## config.mk

```make
export PLATFORM = sky130hd
export DESIGN_NAME = mem_stage_ahb
export DESIGN_NICKNAME = d
export VERILOG_FILES = /design/src/rtl/mem_stage_ahb.sv
export SDC_FILE = /design/constraint.sdc
export NUM_CORES = 1
export LEC_CHECK = 0
export ABC_AREA = 1
export CAP_MARGIN = 0
export CORE_ASPECT_RATIO = 0.5
export CORE_MARGIN = 4
export CORE_UTILIZATION = 30
export CTS_BUF_LIST = sky130_fd_sc_hd__clkbuf_4 sky130_fd_sc_hd__clkbuf_8
export CTS_CLUSTER_SIZE = 20
export DETAILED_ROUTE_END_ITERATION = 10
export GPL_ROUTABILITY_DRIVEN = 0
export SYNTH_ARGS = -nofsm -noshare
export SYNTH_HDL_FRONTEND = slang
export SYNTH_SLANG_ARGS = --single-unit
```

## constraint.sdc

```tcl
create_clock -name CLK -period 11 [get_ports CLK]
set_clock_uncertainty 0.15 [all_clocks]
set_input_delay 3.3 -clock CLK [delete_from_list [all_inputs] [get_ports CLK]]
set_output_delay 3.3 -clock CLK [all_outputs]
set_load 0.01 [all_outputs]
```

## src/rtl/mem_stage_ahb.sv

```systemverilog
// mem_stage_ahb: load/store stage between execute and write-back.
//  Drives a two-phase AHB-lite style master port. The address phase lasts
//  one cycle and is held while HREADY is low. The data phase is stretched by
//  HREADY wait states. Loads are lane-aligned and sign/zero extended. Non-memory
//  ops bypass in one cycle. At most one transfer is outstanding.
//  Optional feature: define MEM_MISALIGN_TRAP_EN to trap misaligned memory
//  ops (no bus transfer, misalign flag) instead of using low address bits as-is.
// Ports:
//  CLK, RST           clock, asynchronous active-high reset
//  in_valid/in_ready  upstream handshake (ready only when idle)
//  is_load, is_store, mem_para, address, value, alu_res, rd_i, write_back, flush
//                     op presented by execute
//  HADDR, HTRANS, HWRITE, HSIZE, HWDATA, HRDATA, HREADY
//                     AHB-lite master port
//  out_valid, res, rd_o, wb_en, misalign
//                     one-cycle result towards write-back
module mem_stage_ahb #(
  parameter int XLEN   = 64,
  parameter int ADDR_W = 64,
  parameter int RD_W   = 5
) (
  input  logic              CLK,
  input  logic              RST,
  input  logic              in_valid,
  output logic              in_ready,
  input  logic              is_load,
  input  logic              is_store,
  input  logic [2:0]        mem_para,
  input  logic [ADDR_W-1:0] address,
  input  logic [XLEN-1:0]   value,
  input  logic [XLEN-1:0]   alu_res,
  input  logic [RD_W-1:0]   rd_i,
  input  logic              write_back,
  input  logic              flush,
  output logic [ADDR_W-1:0] HADDR,
  output logic [1:0]        HTRANS,
  output logic              HWRITE,
  output logic [2:0]        HSIZE,
  output logic [XLEN-1:0]   HWDATA,
  input  logic [XLEN-1:0]   HRDATA,
  input  logic              HREADY,
  output logic              out_valid,
  output logic [XLEN-1:0]   res,
  output logic [RD_W-1:0]   rd_o,
  output logic              wb_en,
  output logic              misalign
);
  localparam int NB    = XLEN / 8;
  localparam int OFF_W = $clog2(NB);

  localparam logic [1:0] S_IDLE = 2'b00;
  localparam logic [1:0] S_ADDR = 2'b01;
  localparam logic [1:0] S_DATA = 2'b10;

  logic [1:0]        state;
  logic [ADDR_W-1:0] addr_q;
  logic [1:0]        size_q;
  logic              uns_q, wr_q, wb_q;
  logic [XLEN-1:0]   data_q;
  logic [RD_W-1:0]   rd_q;

  logic              is_mem, is_wr, trap, uns_in;
  logic [1:0]        size_in;
  logic [OFF_W+2:0]  sh_amt;
  logic [7:0]        pad;
  logic [XLEN-1:0]   rd_sh, ld_top, ld_val;
  logic signed [XLEN-1:0] ld_s;

  assign is_mem  = is_load | is_store;
  assign is_wr   = is_store & ~is_load;   // load+store decodes as load
  // Doubleword access does not exist on a 32-bit bus: degrade to word.
  assign size_in = (XLEN == 32 && mem_para[1:0] == 2'b11) ? 2'b10 : mem_para[1:0];
  assign uns_in  = mem_para[2] | (size_in == 2'b11);

`ifdef MEM_MISALIGN_TRAP_EN
  logic [2:0] amask;
  assign amask = 3'((4'd1 << size_in) - 4'd1);
  assign trap  = is_mem & (|(address[2:0] & amask));
`else
  assign trap  = 1'b0;
`endif

  // Read data: move the addressed byte lane to bit 0, then extend by pushing
  // the field to the top and shifting back (arithmetic for signed loads).
  assign sh_amt = {addr_q[OFF_W-1:0], 3'b000};
  assign rd_sh  = HRDATA >> sh_amt;
  assign pad    = 8'(XLEN - (8 << size_q));
  assign ld_top = rd_sh << pad;
  assign ld_s   = $signed(ld_top) >>> pad;
  assign ld_val = uns_q ? (ld_top >> pad) : ld_s;

  assign in_ready = (state == S_IDLE);
  assign HTRANS   = (state == S_ADDR) ? 2'b10 : 2'b00;
  assign HADDR    = (state == S_ADDR) ? addr_q : '0;
  assign HWRITE   = (state == S_ADDR) & wr_q;
  assign HSIZE    = (state == S_ADDR) ? {1'b0, size_q} : 3'b000;
  assign HWDATA   = (state == S_DATA && wr_q) ? (data_q << sh_amt) : '0;

  always_ff @(posedge CLK or posedge RST) begin
    if (RST) begin
      state     <= S_IDLE;
      addr_q    <= '0;
      size_q    <= '0;
      uns_q     <= 1'b0;
      wr_q      <= 1'b0;
      wb_q      <= 1'b0;
      data_q    <= '0;
      rd_q      <= '0;
      out_valid <= 1'b0;
      res       <= '0;
      rd_o      <= '0;
      wb_en     <= 1'b0;
      misalign  <= 1'b0;
    end else begin
      out_valid <= 1'b0;
      misalign  <= 1'b0;
      case (state)
        S_IDLE: begin
          if (in_valid && !flush) begin
            if (!is_mem) begin
              out_valid <= 1'b1;
              res       <= alu_res;
              rd_o      <= rd_i;
              wb_en     <= write_back;
            end else if (trap) begin
              out_valid <= 1'b1;
              misalign  <= 1'b1;
              res       <= '0;
              rd_o      <= '0;
              wb_en     <= 1'b0;
            end else begin
              addr_q <= address;
              size_q <= size_in;
              uns_q  <= uns_in;
              wr_q   <= is_wr;
              wb_q   <= write_back;
              data_q <= value;
              rd_q   <= rd_i;
              state  <= S_ADDR;
            end
          end
        end
        S_ADDR: if (HREADY) state <= S_DATA;
        S_DATA: begin
          if (HREADY) begin
            out_valid <= 1'b1;
            state     <= S_IDLE;
            if (wr_q) begin
              res   <= '0;
              rd_o  <= '0;
              wb_en <= 1'b0;
            end else begin
              res   <= ld_val;
              rd_o  <= rd_q;
              wb_en <= wb_q;
            end
          end
        end
        default: state <= S_IDLE;
      endcase
    end
  end
endmodule

```

Word level (Yosys, flattened, before mapping)

Cells that the tools add are included.

Mux-type cells: 29
Shifts and indexed selects: 6
Bitwise operators: 5
Reductions and logical operators: 8
Equality and inequality tests: 8
$add $sub $neg: 1

Operators by type and width:

| operator                                                                | count |
|---|---|
| 64-bit two-way mux                                                      | 7 |
| 64-bit case mux with 2 select lines                                     | 1 |
| 64-bit by 6-bit << shifter with 64-bit output                           | 1 |
| 64-bit by 8-bit << shifter with 64-bit output                           | 1 |
| 64-bit by 6-bit right shift with 64-bit output                          | 1 |
| 64-bit by 8-bit right shift with 64-bit output                          | 1 |
| 64-bit by 8-bit >>> shifter with 64-bit output                          | 1 |
| 5-bit two-way mux                                                       | 4 |
| 2-bit two-way mux                                                       | 6 |
| 5-bit case mux with 2 select lines                                      | 1 |
| 4-bit AND reduction                                                     | 2 |
| 4-bit by 2-bit << shifter with 8-bit output, first input constant       | 1 |
| 8-bit subtractor, first input constant                                  | 1 |
| 1-bit two-way mux                                                       | 7 |
| 2-bit inequality test, second input constant                            | 3 |
| 2-bit case mux with 3 select lines                                      | 1 |
| 2-bit equality test, second input constant                              | 2 |
| 2-bit by 1-bit inequality test with 1-bit output, second input constant | 2 |
| 1-bit case mux with 2 select lines                                      | 2 |
| 3-bit AND reduction                                                     | 1 |
| 1-bit AND                                                               | 2 |
| 2-bit by 1-bit equality test with 1-bit output, second input constant   | 1 |
| 1-bit logical AND                                                       | 2 |
| 2-bit zero test                                                         | 1 |
| other kinds (4)                                                         | 5 |

Register bits after elaboration: 211
Input bits: 272
Logic and storage cells: 69

Depth between registers and ports, before layout

Word-level depth: 8
Depth in mapped cells: 16
Mapped depth without buffers: 13

Worst setup path before layout

OpenSTA, ideal clock, no wires.

Path type: reg2out
From: register addr_q[0]
To: output port HWDATA[40]
Data required time: 7.550 ns
Path buffers: 5
Arrival: 1.670 ns
Setup slack: 5.880 ns
Stages on the path, launching flop included: 10
Cells stage by stage: dfrtp_1 > buf_6 > buf_12 > buf_8 > buf_6 > buf_6 > nand2_1 > o21ai_0 > or2_2 > o22ai_1

Longest elaborated chain between the ends: 2

Ends and longest elaborated chain:

| item                                          | line | text |
|---|---|---|
| start: declaration                            | 56   | `logic [ADDR_W-1:0] addr_q;` |
| start signal: assignment                      | 132  | `addr_q <= address;` |
| 64-bit by 6-bit << shifter with 64-bit output | 97   | `assign HWDATA = (state == S_DATA && wr_q) ? (data_q << sh_amt) : '0;` |
| 64-bit two-way mux                            | 97   |  |
| end: declaration                              | 39   | `output logic [XLEN-1:0] HWDATA,` |

No other way between the ends.

Worst setup path after layout

From: register state[1]
To: output port HWDATA[37]

Longest elaborated chain between the ends: 3

Ends and longest elaborated chain:

| item                     | line | text |
|---|---|---|
| start: declaration       | 55   | `logic [1:0] state;` |
| start signal: assignment | 101  | `state <= S_IDLE;` |
| start signal: assignment | 139  | `state <= S_ADDR;` |
| start signal: assignment | 143  | `S_ADDR: if (HREADY) state <= S_DATA;` |
| 2-bit equality test      | 97   |  |
| 1-bit logical AND        | 97   |  |
| 64-bit two-way mux       | 97   |  |

No other way between the ends.

==> flow_metrics.py <==
metrics = {
    "pwr": {
        "power.total_uw": 4220,
        "worst_ir_drop_vdd_mv": 0.0988,
        "p_leak_uw": 0.00869,
        "p_per_area_nw_per_um2": 217,
    },
    "worst_setup_path": {
        "slowest_stage": "nand2_1",
        "critPathArrivalTime_ns": 4.06,
        "critical_path_required_ns": 7.55,
        "worstSetupStartpointType": "flip-flop",
        "r2r-start": "addr_q[1]$_DFFE_PP0P_",
        "cp_cell_sequence": "inv_2 -> nor2_8 -> inv_2 -> nor2_1 -> nand2_1 -> o22ai_1 -> clkdlybuf4s50_1",
        "cpPeakStageDelay_ns": 0.70,
        "worstSetupStartpoint": "state[1]$_DFFE_PP0P_",
        "worst_setup_path_end_kind": "output port",
        "crit_type": "flip-flop to output port",
        "cp_common_cell": "inv_2",
        "cp_max_fo": 62,
    },
    "place": {
        "place_ws_ns": 4.05,
        "port_buffers": 475,
        "dp_hpwl_um": 43600,
        "place_area_um2": 18600,
    },
    "finish": {
        "fin_area_um2": 19400,
        "synthToLayoutAreaGrowth_pct": 40.8,
        "mostFrequentLayoutCells": "nand2_1 (729), clkdlybuf4s50_1 (475), dfrtp_1 (209), nand3_1 (192), nor2_1 (186)",
        "fin_util_pct": 42.9,
        "nNetsFinal": 2721,
        "fillCellCount": 4719,
        "final_common_cell": "nand2_1",
        "drive_above_1_share_pct": 5.26,
    },
    "drt": {
        "first_iter_violations": 1534,
        "ant_nets": 0,
        "drcViolationCount": 0,
        "totalWireLength_um": 59200,
        "dr_total_vias": 15500,
        "vias_per_cell": 5.04,
        "drtPass1Iterations": 6,
        "wire_per_inst_um": 19.2,
    },
    "global_routing": {
        "grtUsageTotal_pct": 22.7,
        "grt_antenna_before_repair": 16,
        "grt_first_pass_wirelength_um": 89100,
        "overflow": 0,
        "gr-max-usage-layer": "met2",
        "grt_pass1_vias": 14900,
        "use_met2_pct": 40.4,
        "grt_max_degree": 134,
        "met3_usage_pct": 3.79,
        "use_met1_pct": 27.7,
    },
    "hold_path": {
        "hold_class": "flip-flop to flip-flop",
        "hold_start": "rd_q[0]$_DFFE_PP0P_",
    },
    "cts": {
        "ctsLongestPathBuffers": 3,
        "post_cts.repair.setup_buffers": 0,
        "path_clk_slew_ns": 0.06,
        "htreeDepth": 2,
        "ctsHoldBuffers": 0,
        "clkLatencyLatePin_ns": 0.58,
        "cts_num_sinks": 211,
        "cts_root_buffer": "clkbuf_8",
        "cts_buffers": 36,
        "cts_tree": "yes",
        "cts_resized": 0,
    },
    "die": {
        "die_w_um": 311,
        "rows": 55,
        "core-area_um2": 45300,
        "die_area_um2": 49700,
        "initial_core_util_pct": 30.4,
        "dieHeight_um": 160,
        "pin_count": 479,
    },
    "timing": {
        "relSlewSlack_pct": 21.0,
        "worst_slack_ns": 3.49,
        "period_needed_ns": 7.51,
        "hold_viol": 0,
        "setup_viol": 0,
        "rsz0062_at_grt": "no",
        "worst_pin_slew_ns": 1.19,
        "max_freq_mhz": 133,
        "final_max_slew_viol_count": 0,
        "finalCritPeriodShare_pct": 68.2,
        "setup_tns_ns": 0,
    },
    "synthesis": {
        "synth_top_area_share_pct": 38.2,
        "avgSynthCellArea_um2": 6.66,
        "syn_inst": 2072,
        "synth_top_cell_by_area": "dfrtp_1",
        "synth.yosys.seq_area_share_pct": 38.2,
        "yosysWarnings": 0,
        "syn-cell-area_um2": 13800,
        "ys_seq_elements": 211,
        "synth.distinct_cells": 44,
        "synth_area_leaders": "dfrtp_1 (38%), nand2_1 (20%), nand3_1 (7.0%), a21oi_1 (5.6%), o21ai_0 (5.4%)",
    },
    "run": {
        "maxCapViolCount": 0,
    },
    "outcome": {
        "run_status": "finished clean",
    },
}
## path summary, 6_finish.rpt
path	endpoint	slack (ns)	cells past startpoint
min in group asynchronous	data_q[58]$_DFFE_PP0P_	3.05	2
max reg2reg	res[43]$_DFFE_PP0P_	6.42	12
min reg2reg	rd_q[0]$_DFFE_PP0P_	0.33	2
min	rd_q[0]$_DFFE_PP0P_	0.33	2
max in group asynchronous	addr_q[26]$_DFFE_PP0P_	6.14	3
max	HWDATA[37]	3.49	7
## state kept, by name, summed over array words and instances, names as in the netlist
| register | count |
|---|---|
| out_valid | 1 |
| wb_en | 1 |
| rd_q | 5 |
| wr_q | 1 |
| wb_q | 1 |
| state | 2 |
| res | 64 |
| addr_q | 64 |
| rd_o | 5 |
| size_q | 2 |
| uns_q | 1 |
| data_q | 64 |
## power by group
part           total (µW)  internal (µW)  switching, µW  leakage (µW)
registers            1300           1060            235       0.00254
logic                2130            858           1270       0.00575
clock network         789            438            351      0.000404
## metrics by stage
step                      hold slack, ns  cells
after floorplan                    0.299   2074
after global placement             0.313   3009
after detailed placement           0.316   3009
after CTS                          0.333   3068
after global routing               0.354   3083
final                              0.331   3083
## routing by layer
| layer | part of all wire [%] | wire (µm) |
|---|---|---|
| met5 | 0.015 | 9 |
| met2 | 51 | 30100 |
| met4 | 3.4 | 1990 |
| met1 | 40 | 23900 |
| met3 | 5.4 | 3180 |
## kinds of logic (layout without fill, tap and decap cells)
family / after synthesis / count (layout) / synth area share [%]
and+or+nand+nor: 1146 / 1146 / 34.1
AOI/OAI and AO/OA: 413 / 413 / 16.9
buffers and inverters: 283 / 679 / 9.46
DFF: 211 / 211 / 38.2
muxes: 18 / 18 / 1.31
other: 1 / 18 / 0.0272
## layout make-up
cell class                 instances  area (µm²)  share of cell area, %
tap                              598         748                   3.85
multi-input combinational       1580        7230                   37.2
inverter                         130         509                   2.62
sequential                       211        5290                   27.2
clock inverter                     7        88.8                  0.457
clock buffer                      52         672                   3.46
timing repair buffer             490        4870                   25.0
antenna                           15        37.5                  0.193
## Yosys cell counts, drive strengths merged
| library cell | number |
|---|---|
| dfrtp | 211 |
| a22oi | 9 |
| a32oi | 1 |
| inv | 130 |
| a21oi | 159 |
| a22o | 15 |
| nand3b | 1 |
| a21boi | 2 |
| o21bai | 2 |
| nand2 | 735 |
| conb | 1 |
| o2111ai | 1 |
| o21ai | 161 |
| mux2i | 18 |
| o221ai | 1 |
| buf | 99 |
| nand4 | 9 |
| a31o | 1 |
| o21a | 2 |
| a31oi | 6 |
| and2 | 1 |
| nand3 | 200 |
| clkbuf | 54 |
| nor2 | 191 |
| o211ai | 21 |
| o22ai | 32 |
| or2 | 9 |
## critical path, delay by kind of cell, from the launching register on
| family | cells | cell delay (ns) |
|---|---|---|
| compound gates | 1 | 0.56 |
| buf+inv | 3 | 1.22 |
| flops | 1 | 0.37 |
| simple gates | 3 | 1.33 |
No activity file was read; power rests on OpenSTA's default activity.
==> variant 1 (same flow settings) <==
Change the parameter `XLEN` from 64 to 32.
--- a/src/rtl/mem_stage_ahb.sv
+++ b/src/rtl/mem_stage_ahb.sv
@@ -15,7 +15,7 @@
 //  out_valid, res, rd_o, wb_en, misalign
 //                     one-cycle result towards write-back
 module mem_stage_ahb #(
-  parameter int XLEN   = 64,
+  parameter int XLEN   = 32,
   parameter int ADDR_W = 64,
   parameter int RD_W   = 5
 ) (
Interface: changed (5 resized); port bits go from 479 to 319. The function was not compared with the original's and may differ.
==> variant 1 against the original RTL <==
Synthesized cell count down 51%. Fmax increased by 16%. Cell area fell by 42%. Critical endpoint is now HWDATA[30]. Sequential cell count is 64 lower. Largest cell class is now flip-flops and latches. Total power decreased by 49%. Setup slack gained 1100 ps. Synthesized area fell by 45%. Critical path depth is the same. Final cell count is 47% lower. Routed wire length shrank 54%.
==> variant 1: results (changes against the original RTL) <==
- Antenna violations before repair: 2 (-14)
- Vias in the first global route: 7791 (-48%)
- Synth top area cells: dfrtp_1 (49%), nand2_1 (12%), o21ai_0 (9.1%)
- Max stage delay on crit path: 630 ps (-70 ps)
- Post-Layout Cell Count: 1638 (-47%)
- Commonest cells post-synth: nand2_1 (244), dfrtp_1 (147), o21ai_0 (138)
- CP max stage cell: clkdlybuf4s50_1
- Status: finished, final reports clean
- Fill count: 2423 (-49%)
- Largest net degree at the start of global routing: 98 (-27%)
- Met1 usage: 24.1% (-3.6 points)
- Post-CTS Setup Repair Bufs: 0 (unchanged)
- Hold Path Origin: rd_q[2]
- Met1 wire length: 11.3 mm (-53%)
- Total Routed Length: 27.2 mm (-54%)
- Port bufs: 315 (-34%)
- Gr usage total: 19.2% (-3.4 points)
- Syn Area/Cell: 7.45 um^2 (+12%)
- Top flop regs: addr_q: 64 flops, data_q: 32 flops, res: 32 flops
- Post-synthesis sequential area ratio: 48.6% (+10 points)
- Worst endpoint data arrival time: 3000 ps (-1060 ps)
- GR Layer Usage met3: 4.10% (+0.31 points)
- Worst-Skew Late Latency: 450 ps (-130 ps)
- Final hold vios: 0 (unchanged)
- First-pass GRT wire length: 42.3 mm (-53%)
- Met2 wire length: 13.8 mm (-54%)
- Yosys cell types: 31 (-30%)
- Met2 Usage GRT: 33.0% (-7.5 points)
- DRT iter0 DRCs: 503 (-67%)
- Final nets: 1463 (-46%)
- Detailed Routing Iterations Pass 1: 5 (-1)
- # resized after CTS: 0 (unchanged)
- Ys Warns: 0 (unchanged)
- Setup crit start: state[1]
- CTS root buffer: clkbuf_8
- Met3 routed WL: 1.36 mm (-57%)
- Clock Path Buffers: 2 (-1)
- Cell family with most CP delay: buffers and inverters
- Leakage power: 4.78 nW (-45%)
- Peak VDD IR: 0.0000672 V (-32%)
- Vias: 7670 (-51%)
- Top Metal Used: met4
- Pre-CTS setup slack: 4910 ps (+861 ps)
- CTS Buf Count: 17 (-53%)
- Rel. slew slack: 20.9% (about the same)
- Layout cells sized above 1: 4.54% (-0.72 points)
- Async SR Flop Fraction: 100% (unchanged)
- Design Area, Final: 0.0112 mm^2 (-42%)
- Reg clk slew, reported paths: 70 ps
- DP HPWL: 20.2 mm (-54%)
- Max FO, Critical Path: 30 (-52%)
- Top FF cell, synth: dfrtp_1
- Hold Path Class: reg -> reg
- H-tree depth: 4 (+2)
variant 1: final timing paths:
kind,endpoint,slack (ps),depth (start not counted)
setup reg to reg,res[14],8250,7
hold / removal,rd_q[2],340,2
min in group asynchronous,addr_q[12],3240,2
hold reg to reg,rd_q[2],340,2
max in group asynchronous,addr_q[0],6100,3
setup / recovery,HWDATA[30],4550,7
variant 1: cell type report:
type / instances / area share (%)
Timing Repair Buffer: 320 / 28.4
Clock inverter: 14 / 1.04
Multi-Input combinational cell: 688 / 28.0
Sequential cell: 147 / 32.8
Tap cell: 336 / 3.75
Antenna cell: 2 / 0.0446
Clock buffer: 18 / 2.15
Inverter: 113 / 3.85
variant 1: cells by family after synthesis:
logic type / share of synthesized area [%]
mux: 0.529
compound gates: 18.3
buf+inv: 10.0
other cells: 0.0496
flops: 48.6
simple gates: 22.5
variant 1: report_power, final:
| group | switching (W) | internal, W |
|---|---|---|
| combinational | 0.000508 | 0.000402 |
| sequential | 0.0000949 | 0.000733 |
| clock | 0.000219 | 0.000179 |
==> variant 2 (config.mk and constraints unchanged) <==
Made on the original files. Make the reset (`RST`) synchronous in one clocked block. Comments in the files are not updated.
--- a/src/rtl/mem_stage_ahb.sv
+++ b/src/rtl/mem_stage_ahb.sv
@@ -96,7 +96,7 @@
   assign HSIZE    = (state == S_ADDR) ? {1'b0, size_q} : 3'b000;
   assign HWDATA   = (state == S_DATA && wr_q) ? (data_q << sh_amt) : '0;
 
-  always_ff @(posedge CLK or posedge RST) begin
+  always_ff @(posedge CLK) begin
     if (RST) begin
       state     <= S_IDLE;
       addr_q    <= '0;
Check against the original RTL: differs if RST is asserted again (counterexample within 4 cycles, from zero or initial values and one cycle with RST high); with RST held inactive, the same outputs for 4 cycles.
==> variant 2 against the original RTL <==
Synthesized area decreased by 7.2%. Register-to-register slack improved by 950 ps. Sequential cell count unchanged. Setup slack improved by 380 ps. First-iteration DRC count decreased by 3.5%. Cell area decreased by 5.2%. Via count increased by 0.65%. Routed wire length increased by 0.94%. Final cell count decreased by 0.88%. Utilization increased by 0.95 points. Critical endpoint is now HWDATA[36].
Power is not compared: it rests on default switching activity, and its combinational part moved more than twofold at a synthesized area within 25%.
==> variant 2: results (changes against the original RTL) <==
- Post-DR wirelength/cell: 19.5 um (+1.8%)
- Post-synthesis sequential area ratio: 33.0% (-5.3 points)
- WHS: 300 ps (-30.3 ps)
- Vias in the first global route: 14400 (-3.2%)
- FF-to-FF setup slack: 7370 ps (+950 ps)
- Commonest cells post-synth: nand2_1 (472), o21ai_0 (326), a21oi_1 (281)
- Met3 routed WL: 3.48 mm (+9.4%)
- Pre-CTS setup slack: 4520 ps (+473 ps)
- Max FO, Critical Path: 72 (+16%)
- Rel. slew slack: 17.5% (-3.4 points)
- Layout cells sized above 1: 5.02% (-0.24 points)
- Hold Path Origin: addr_q[4]
- First-pass GRT wire length: 87.6 mm (-1.7%)
- Final nets: 2715 (-0.22%)
- Vias: 15600 (+0.65%)
- Antenna violations before repair: 11 (-5)
- DP HPWL: 44.2 mm (+1.3%)
- Async SR Flop Fraction: 0% (-100 points)
- Gr usage total: 24.2% (+1.5 points)
- FMAX: 140 MHz (+5.3%)
- Status: finished, final reports clean
- Synth top area cells: dfxtp_1 (33%), nand2_1 (14%), o21ai_0 (13%)
- Yosys cell types: 42 (-4.5%)
- Detailed Routing Iterations Pass 1: 5 (-1)
- DRT iter0 DRCs: 1480 (-3.5%)
- Worst-Skew Late Latency: 550 ps (-30 ps)
- Setup crit start: state[0]
- Top FF cell, synth: dfxtp_1
- Met1 wire length: 24.4 mm (+1.9%)
- Worst endpoint data arrival time: 3680 ps (-380 ps)
[variant 2: logic make-up after synthesis]
kind of cell    count (synthesis)  share of synthesized area, %
compound gates                690                          28.2
buf+inv                       352                          11.7
flops                         211                          33.0
other cells                     1                        0.0293
simple gates                  832                          27.1
[variant 2: layer usage]
metal	global-route usage (%)	vias to the layer above
li1	-	7648
met1	30.1	7331
met4	8.34	0
met5	0	-
met3	3.67	108
met2	42.9	545
[variant 2: final timing paths]
kind,to,cells past startpoint
worst min-delay path,addr_q[4],2
worst max register to register,res[26],10
worst max-delay path,HWDATA[36],7
worst min register to register,addr_q[4],2
[variant 2: metrics by stage]
stage | std cells | area [um^2] | power [W]
CTS | 3045 | 18400 | 0.00217
detailed placement | 2982 | 17600 | 0.00138
floorplan | 2088 | 12800 | 0.00115
global route | 3056 | 18400 | 0.00227
global placement | 2982 | 17600 | 0.00138
finish | 3056 | 18400 | 0.00215
[variant 2: worst max-delay path, stage by stage (launching register included)]
cell and delay (ps):
dfxtp_1 350, inv_1 70, nand2_2 50, buf_4 630, nor2_1 150, nand2_1 930, o22ai_1 310, clkdlybuf4s50_1 570
[variant 2: layout make-up]
| type | instances | area [um^2] |
|---|---|---|
| inverters | 174 | 659 |
| multi-input cells | 1525 | 7110 |
| clock inverters | 7 | 78.8 |
| well taps | 577 | 722 |
| clock buffers | 56 | 683 |
| fillers | 4491 | 23600 |
| flip-flops and latches | 211 | 4230 |
| diodes | 11 | 27.5 |
| repair buffers | 495 | 4900 |
[variant 2: power breakdown]
group / leakage (nW) / internal [W] / total [W] / switching (W)
Clock: 0.399 / 0.000422 / 0.000782 / 0.000360
Combinational: 4.93 / 0.000219 / 0.000538 / 0.000319
Sequential: 1.73 / 0.000810 / 0.000834 / 0.0000248
Total: 7.06 / 0.00145 / 0.00215 / 0.000703
